<file path="src/rtl/mem_port_arbiter.sv">
// mem_port_arbiter: shares one SRAM-like split-handshake port between instruction
// fetch and data access, data side first; one outstanding transaction at a time.
// Latency: 3 cycles minimum from request to ready pulse. Backpressure: requests wait in
// IDLE arbitration, and the FSM holds without limit on addr_ok/data_ok wait states.
// Ports: clk/rst; inst_* fetch side; data_* load/store side; mem_* memory bus.
module mem_port_arbiter #(
  parameter int ADDR_W = 32,
  parameter int DATA_W = 32
) (
  input  logic              clk,
  input  logic              rst,
  // fetch side
  input  logic              inst_req,
  input  logic [ADDR_W-1:0] inst_addr,
  output logic [DATA_W-1:0] inst_rdata,
  output logic              inst_ready,
  output logic              inst_stall,
  // data side
  input  logic              data_req,
  input  logic [3:0]        data_wen,
  input  logic [ADDR_W-1:0] data_addr,
  input  logic [DATA_W-1:0] data_wdata,
  output logic [DATA_W-1:0] data_rdata,
  output logic              data_ready,
  output logic              data_stall,
  // memory bus
  output logic              mem_req,
  output logic              mem_wr,
  output logic [3:0]        mem_wstrb,
  output logic [ADDR_W-1:0] mem_addr,
  output logic [DATA_W-1:0] mem_wdata,
  input  logic              mem_addr_ok,
  input  logic              mem_data_ok,
  input  logic [DATA_W-1:0] mem_rdata
);

  typedef enum logic [1:0] {IDLE, REQ, RESP, DONE} state_t;

  state_t state;
  logic   owner;     // 0 = inst, 1 = data

  // Stalls are the only combinational outputs; they must drop in the ready cycle.
  assign inst_stall = inst_req & ~inst_ready;
  assign data_stall = data_req & ~data_ready;

  // mem_addr/mem_wdata/mem_wstrb double as the command registers, so the bus
  // stays stable for every REQ cycle regardless of what the pipeline does.
  always_ff @(posedge clk or posedge rst) begin
    if (rst) begin
      state      <= IDLE;
      owner      <= 1'b0;
      mem_req    <= 1'b0;
      mem_wr     <= 1'b0;
      mem_wstrb  <= '0;
      mem_addr   <= '0;
      mem_wdata  <= '0;
      inst_rdata <= '0;
      data_rdata <= '0;
      inst_ready <= 1'b0;
      data_ready <= 1'b0;
    end else begin
      case (state)
        IDLE: begin
          // Data wins: the M-stage instruction is older than the fetch.
          if (data_req) begin
            owner     <= 1'b1;
            mem_addr  <= data_addr;
            mem_wdata <= data_wdata;
            mem_wstrb <= data_wen;
            mem_wr    <= |data_wen;
            mem_req   <= 1'b1;
            state     <= REQ;
          end else if (inst_req) begin
            owner     <= 1'b0;
            mem_addr  <= inst_addr;
            mem_wstrb <= 4'b0000;
            mem_wr    <= 1'b0;
            mem_req   <= 1'b1;
            state     <= REQ;
          end
        end
        REQ: begin
          if (mem_addr_ok) begin
            mem_req <= 1'b0;
            mem_wr  <= 1'b0;
            if (mem_data_ok) begin
              if (!owner)               inst_rdata <= mem_rdata;
              else if (mem_wstrb == '0) data_rdata <= mem_rdata;
              inst_ready <= ~owner;
              data_ready <= owner;
              state      <= DONE;
            end else begin
              state <= RESP;
            end
          end
        end
        RESP: begin
          if (mem_data_ok) begin
            // A write-ack carries no load data.
            if (!owner)               inst_rdata <= mem_rdata;
            else if (mem_wstrb == '0) data_rdata <= mem_rdata;
            inst_ready <= ~owner;
            data_ready <= owner;
            state      <= DONE;
          end
        end
        DONE: begin
          // Requests are not sampled here; the requester updates at this edge.
          inst_ready <= 1'b0;
          data_ready <= 1'b0;
          state      <= IDLE;
        end
        default: state <= IDLE;
      endcase
    end
  end

endmodule

</file>
<file path="config.mk">
export PLATFORM = sky130hd
export DESIGN_NAME = mem_port_arbiter
export DESIGN_NICKNAME = d
export VERILOG_FILES = /design/src/rtl/mem_port_arbiter.sv
export SDC_FILE = /design/constraint.sdc
export NUM_CORES = 1
export LEC_CHECK = 0
export ABC_AREA = 1
export BUFFER_PORTS_ARGS = -buffer_cell sky130_fd_sc_hd__buf_4
export CAP_MARGIN = 20
export CORE_MARGIN = 2
export CORE_UTILIZATION = 50
export DETAILED_ROUTE_END_ITERATION = 16
export PLACE_DENSITY_LB_ADDON = 0.1
export SLEW_MARGIN = 10
export SYNTH_ARGS = -nofsm -noshare
export SYNTH_HDL_FRONTEND = slang
export SYNTH_SLANG_ARGS = --single-unit
</file>
<file path="constraint.sdc">
create_clock -name clk -period 6.1 [get_ports clk]
set_input_delay 0.305 -clock clk [delete_from_list [all_inputs] [get_ports clk]]
set_output_delay 0.305 -clock clk [all_outputs]
set_load 0.1 [all_outputs]
</file>
### Word-level counts from Yosys, hierarchy flattened

Index checks and enable logic that the tools add are counted.

* register bits after elaboration: 139
* bits of input ports: 138
* logic and storage cells: 68
* output and inout port bits: 138

* reduce and logical (&&, ||, !) cells: 13
* bitwise logic cells: 5
* eq/ne operators: 6
* muxes and demuxes: 33

Operators with widths (number)
* $mux W32: 9
* $pmux W32 S2: 2
* $mux W1: 11
* $mux W2: 4
* $mux W4: 2
* $pmux W2 S4: 1
* $reduce_and A2 Y1: 4
* $pmux W1 S3: 2
* $reduce_and A3 Y1: 2
* $reduce_bool A2 Y1: 3
* $eq A2 B2 Y1 const B: 2
* $logic_not A4 Y1: 1
* $ne A2 B2 Y1 const B: 2
* $pmux W1 S2: 2
* $reduce_or A4 Y1: 1
* $ne A3 B3 Y1 const B: 1
* $not A1 Y1: 3
* $reduce_bool A3 Y1: 1
* $and A1 B1 Y1: 2
* $eq A2 B1 Y1 const B: 1
* $logic_not A2 Y1: 1

### Depth between registers and ports, before layout

Gate-level depths: netlist (run 1).

* depth in word-level cells: 6
* gate-level depth with buffers: 9
* gate-level depth less buffers: 8

### Least setup slack after synthesis (run 1)

OpenSTA, ideal clock, no wires.

* kind: register -> output
* start: register data_ready
* end: output data_stall
* path buffers: 0
* stages on the path, launching flop included: 2
* arrival: 2.155 ns
* slack: 3.640 ns
* data required time: 5.795 ns
* cells stage by stage: dfrtp_1 nor2_1

* word-level cells in the longest chain between the ends: 2

RTL lines
* start, declared: line 24 `output logic data_ready,`
* start signal, assigned: line 90 `data_ready <= owner;`
* start signal, assigned: line 103 `data_ready <= owner;`
* $not A1 Y1: line 44 `assign data_stall = data_req & ~data_ready;`
* $and A1 B1 Y1: line 44
* end, declared: line 25 `output logic data_stall,`

No other way between the ends.

### Worst setup path in the final report (run 1)

* start: register state[1]
* end: register mem_addr[29]

* word-level cells in the longest chain between the ends: 2

RTL lines
* start, declared: line 39 `state_t state;`
* start signal, assigned: line 50 `state <= IDLE;`
* start signal, assigned: line 72 `state <= REQ;`
* start signal, assigned: line 79 `state <= REQ;`
* $logic_not A2 Y1: line 62 `case (state)`
* $reduce_and A2 Y1 (no line)
* end signal, assigned: line 67 `mem_addr <= data_addr;`
* end signal, assigned: line 75 `mem_addr <= inst_addr;`
* end, declared: line 30 `output logic [ADDR_W-1:0] mem_addr,`

No other way between the ends.
A chain may end at the register's enable or synchronous reset.

==> flow_summary_export.csv, run 1 <==
group,metric,value,unit
outcome,run_status,"finished with violations",
outcome,failing_checks,"hold timing",
clock_tree,clock_sink_count,139,
clock_tree,cts_root_buffer,"sky130_fd_sc_hd__clkbuf_16",
timing,finalSetupViolations,0,
drt,drt-total-wl,17.0,mm
placed_design,dp_hpwl,12.1,mm
timing,max-slew-margin-rel,42.4,%
cells_and_area,antenna_cells_inserted,0,
timing,finalHoldViolCount,4,
run,cap_viol_max_count,0,
clock_tree,number_of_buffers_inserted_by_post_cts_setup_repair,0,
logic_synthesis,syn-cell-area,6100,µm²
setup_path,cp_cell_sequence,"inv_1 -> ha_1 -> inv_2 -> nor2_4 -> buf_4 -> o21ai_0 -> o21a_1",
setup_path,timing.critical_path.required,6.40,ns
timing,clock-skew-final,0.00864,ns
clock_tree,cts_resized,0,
timing,holdWs,-0.00804,ns
setup_path,count_of_buffer_and_inverter_cells_on_the_critical_path,3,
timing,timing.fmax,0.406,GHz
timing,tightestPinTransition,0.864,ns
setup_path,critPathArrivalTime,2.76,ns
clock_tree,clk_pin_slew_worst_paths,0.06,ns
clock_tree,cts_tree,"yes",
clock_tree,clock_path_buffers,2,
logic_synthesis,library_cell_with_the_largest_summed_area_after_synthesis,"sky130_fd_sc_hd__dfrtp_1",
min_path,timing.hold.worst.class,"in -> async",
floorplanning,placementRows,40,
setup_path,critical_path_type,"reg -> reg",
global_route,pin_count_of_the_biggest_net_entering_global_routing,71,
placed_design,globalplace.congestion,0.856,
setup_path,worst_path_largest_cell_delay,0.51,ns
logic_synthesis,fraction_of_synthesized_cell_area_taken_by_the_top_area_cell_type,57.1,%
cells_and_area,number_of_nets_in_the_layout,1017,
drt,routed_via_density,5.20,
timing,min_period_over_period,40.3,%
drt,detail_route.wl_per_cell,16.5,µm
global_route,globalRouteOverflowTotal,0,
cells_and_area,drive_above_1_share,40.1,%
timing,timing.setup.tns,0,ns
logic_synthesis,yosys_warnings,0,
clock_tree,htree_num_levels,4,
logic_synthesis,synth.avg_cell_area,9.94,µm²
logic_synthesis,synth_seq_cells,139,
setup_path,r2r-start,"state[1]",
logic_synthesis,synth_fp_nets,757,
drt,first_iter_violations,588,
global_route,first_global_vias,5355,
floorplanning,floorplan.initialDensity,51.0,%
logic_synthesis,synth_top_cells_by_area,"sky130_fd_sc_hd__dfrtp_1 (57%), sky130_fd_sc_hd__nand2_1 (9.6%), sky130_fd_sc_hd__mux2_4 (7.1%)",
setup_path,crit_path_start_kind,"flip-flop",
logic_synthesis,seq_area_frac_synth,57.1,%
floorplanning,top_level_ports,276,
global_route,grt_util_all_layers,26.6,%
drt,firstDrtPassIters,7,
setup_path,critPathTopFamily,"buffers and inverters",
logic_synthesis,synthCells,613,
placed_design,i_o_buffers,275,
floorplanning,core_area,12000,µm²
floorplanning,die_area,13100,µm²
setup_path,critical_path.endpoint_type,"flip-flop",
global_route,grt_antenna_before_repair,0,
timing,rsz_0062_raised_after_global_routing,"false",
clock_tree,clock_latency,0.41,ns
global_route,grt_pass1_wl,27.0,mm
cells_and_area,syn_to_final_growth,45.8,%
setup_path,worst_setup_path_startpoint,"state[1]",
cells_and_area,layout.cells.most_common_list,"sky130_fd_sc_hd__buf_4 (279), sky130_fd_sc_hd__nand2_1 (155), sky130_fd_sc_hd__dfrtp_1 (139)",
floorplanning,floorplan.die.height,114,µm
drt,drc,0,
cells_and_area,fillCellCount,888,
drt,dr_total_vias,5371,
setup_path,critical-path-slowest-cell,"sky130_fd_sc_hd__nor2_4",
cells_and_area,layout_commonest_cell,"sky130_fd_sc_hd__buf_4",
timing,final.min_clock_period,2.46,ns
setup_path,worst-path-max-fanout,36,
timing,final-max-slew-violation-count,0,
logic_synthesis,number_of_distinct_library_cells_after_synthesis,22,
cells_and_area,final_cells,1033,
clock_tree,cts_buffers,17,
clock_tree,cts.hold.buffers_added,0,
drt,antenna_violating_nets_post_route,0,
floorplanning,floorplan.die.width,114,µm
placed_design,post-place-cells,999,
[cells by family (layout without fill, tap and decap cells)]
group                      after synthesis  count (layout)  synth area share, %
buffers and inverters                   56             329                 5.11
DFF                                    139             139                 57.1
and+or+nand+nor                        308             308                 21.7
adders and majority gates                6               6                 1.23
muxes                                   32              32                 7.70
AOI/OAI and AO/OA                       72              72                 7.22
[synthesized netlist by cell type (all sizes together)]
cell	count
o21a	32
ha	6
dfrtp	139
mux2	32
inv	16
a21oi	1
buf	35
nand2	157
nand4	32
clkbuf	5
o21ai	39
nor2	75
nand3	44
[final timing paths]
path / to / slack [ns] / cells after the start
max: mem_addr[29] / 3.64 / 7
min: mem_wdata[24] / -0.008 / 2
max reg2reg: mem_addr[29] / 3.64 / 7
min reg2reg: data_rdata[30] / 0.47 / 2
max in group asynchronous: inst_rdata[26] / 4.78 / 3
min in group clk: mem_wdata[2] / 0.12 / 2
[cell type report]
cell class	count	area, µm²	area share, %
inverter	16	65.1	0.732
multi-input combinational	418	2310	26.0
sequential	139	3480	39.1
clock inverter	10	233	2.62
timing repair buffer	281	2130	24.0
clock buffer	22	484	5.45
tap	147	184	2.07
[layer usage]
layer / GRT usage (%) / wire length (µm)
met1: 32.5 / 6590
met2: 44.7 / 8710
met3: 7.62 / 1360
met4: 9.84 / 383
met5: 0 / 0
[state kept, by name, summed over array words and instances, names as in the netlist]
register	count
mem_req	1
inst_rdata	32
mem_wr	1
state	2
mem_wstrb	4
mem_addr	32
data_ready	1
data_rdata	32
mem_wdata	32
inst_ready	1
owner	1
[per-stage QoR]
step / instance area [µm²] / util (%) / setup WS, ns
3_3_place_gp: 8140 / 68.0 / 3.18
3_5_place_dp: 8140 / 68.0 / 2.94
4_1_cts: 8850 / 74.0 / 2.94
2_1_floorplan: 6100 / - / 2.07
6_report: 8890 / 74.3 / 3.64
5_1_grt: 8890 / 74.3 / 3.33
Power of run 1 is left out: the tool's default activity adds up to more than one toggle a clock period on the data nets, which glitch-free logic cannot reach.
==> inputs of run 2 (changes only) <==
Settings changed: CORE_UTILIZATION 50 to 43.
Clock period 6.1 ns to 2.15 ns, I/O delays scaled along.
==> flow_summary_export.csv, run 2 (same netlist as run 1, synthesis figures left out) <==
group,metric,value,unit
outcome,run_status,"complete, no violations",
drt,first_iter_violations,305,
timing,clock-skew-final,0.00530,ns
setup_path,crit_path_start_kind,"flip-flop",
setup_path,worst_path_largest_cell_delay,0.52,ns
global_route,grt_pass1_wl,28.5,mm
cells_and_area,number_of_nets_in_the_layout,1094,
placed_design,globalplace.congestion,0.805,
clock_tree,clk_pin_slew_worst_paths,0.06,ns
timing,min_period_over_period,92.0,%
timing,finalHoldViolCount,0,
timing,max-slew-margin-rel,50.8,%
setup_path,critPathArrivalTime,2.27,ns
drt,drc,0,
clock_tree,cts_tree,"yes",
floorplanning,floorplan.die.height,123,µm
clock_tree,cts_root_buffer,"sky130_fd_sc_hd__clkbuf_16",
floorplanning,floorplan.initialDensity,43.9,%
setup_path,critical_path.endpoint_type,"flip-flop",
timing,timing.fmax,0.506,GHz
setup_path,critical-path-slowest-cell,"sky130_fd_sc_hd__nand2_4",
floorplanning,core_area,13900,µm²
setup_path,r2r-start,"state[0]",
clock_tree,number_of_buffers_inserted_by_post_cts_setup_repair,0,
setup_path,critPathTopFamily,"simple AND/OR/NAND/NOR gates",
drt,drt-total-wl,18.3,mm
min_path,timing.hold.worst.class,"in -> reg",
clock_tree,clock_latency,0.41,ns
timing,final-max-slew-violation-count,0,
drt,routed_via_density,5.04,
timing,timing.setup.tns,0,ns
run,cap_viol_max_count,0,
cells_and_area,layout_commonest_cell,"sky130_fd_sc_hd__buf_4",
clock_tree,htree_num_levels,4,
cells_and_area,final_core_utilization,68.6,%
timing,finalSetupViolations,0,
drt,firstDrtPassIters,5,
clock_tree,clock_path_buffers,2,
global_route,grt_util_all_layers,24.4,%
placed_design,i_o_buffers,275,
global_route,globalRouteOverflowTotal,0,
cells_and_area,final_cells,1141,
floorplanning,die_area,15100,µm²
drt,antenna_violating_nets_post_route,0,
placed_design,post-place-cells,1042,
cells_and_area,syn_to_final_growth,56.2,%
placed_design,dp_hpwl,12.4,mm
setup_path,worst-path-max-fanout,33,
drt,detail_route.wl_per_cell,16.0,µm
global_route,first_global_vias,5803,
clock_tree,cts_resized,0,
setup_path,count_of_buffer_and_inverter_cells_on_the_critical_path,1,
setup_path,timing.critical_path.required,2.44,ns
floorplanning,floorplan.die.width,123,µm
timing,final.min_clock_period,1.98,ns
timing,tightestPinTransition,0.738,ns
cells_and_area,layout.cells.most_common_list,"sky130_fd_sc_hd__buf_4 (287), sky130_fd_sc_hd__nand2_1 (155), sky130_fd_sc_hd__dfrtp_1 (139)",
cells_and_area,drive_above_1_share,37.5,%
cells_and_area,antenna_cells_inserted,0,
global_route,grt_antenna_before_repair,0,
global_route,pin_count_of_the_biggest_net_entering_global_routing,140,
setup_path,cp_cell_sequence,"inv_1 -> ha_1 -> nand2_4 -> mux2_2",
timing,rsz_0062_raised_after_global_routing,"false",
setup_path,worst_setup_path_startpoint,"state[0]",
placed_design,dpl-instance-area,8280,µm²
cells_and_area,fin_area,9520,µm²
clock_tree,clock_sink_count,139,
min_path,worstHoldStart,"data_req",
floorplanning,top_level_ports,276,
setup_path,critical_path_type,"reg -> reg",
drt,dr_total_vias,5748,
floorplanning,placementRows,43,
clock_tree,cts_buffers,17,
## run 2: changes by cell type in the layout (fill, tap and decap cells not counted)
cell,before,now
sky130_fd_sc_hd__buf_12,1,2
sky130_fd_sc_hd__buf_4,279,287
sky130_fd_sc_hd__buf_8,1,0
sky130_fd_sc_hd__bufinv_16,7,2
sky130_fd_sc_hd__clkbuf_1,1,4
sky130_fd_sc_hd__clkbuf_8,4,1
sky130_fd_sc_hd__clkinv_2,1,4
sky130_fd_sc_hd__clkinvlp_4,0,2
sky130_fd_sc_hd__dlygate4sd3_1,0,69
sky130_fd_sc_hd__inv_6,2,0
sky130_fd_sc_hd__nor2_1,70,68
sky130_fd_sc_hd__nor2_2,3,5
## run 2: timing repair
item / CTS / global route
hold buffers: 69 / 0
endpoints found under the setup margin: 0 / 0
endpoints found under the hold margin: 238 / 0
## run 2: layout make-up
type                       count  area, µm²
fill                        1087       4360
timing repair buffer         358       2890
tap                          180        225
sequential                   139       3480
clock inverter                 8       96.3
inverter                      16       63.8
clock buffer                  22        454
multi-input combinational    418       2320
## run 2: path summary, 6_finish.rpt
path,end,slack (ns),cells after the start
worst min-delay path,mem_wstrb[1],0.02,3
worst max register to register,mem_wdata[29],0.17,4
worst max-delay path,mem_wdata[29],0.17,4
worst min register to register,inst_rdata[9],0.47,2
max in group asynchronous,mem_wstrb[2],1.14,4
min in group asynchronous,data_rdata[18],0.49,4
## run 2: through the flow
stage	hold WS, ns	worst slack [ns]
floorplan	0.252	0.307
global route	0.0194	0.0438
detailed placement	0.343	0.180
CTS	0.00454	0.184
finish	0.0206	0.173
global placement	0.339	0.285
## run 2: tightest hold or removal path, cell delays in order
cell and delay (ns):
sky130_fd_sc_hd__buf_4 0.15, sky130_fd_sc_hd__nand3_1 0.06, sky130_fd_sc_hd__o21ai_1 0.06
## run 2: layer usage
| layer | vias up | GRT usage (%) | share of wire, % |
|---|---|---|---|
| met5 | - | 0 | 0 |
| met4 | 0 | 10.4 | 3.1 |
| met3 | 44 | 7.33 | 7.8 |
| met2 | 252 | 41.2 | 50 |
| met1 | 2753 | 28.9 | 39 |
| li1 | 2699 | - | - |
Power of run 2 is left out for the same reason.
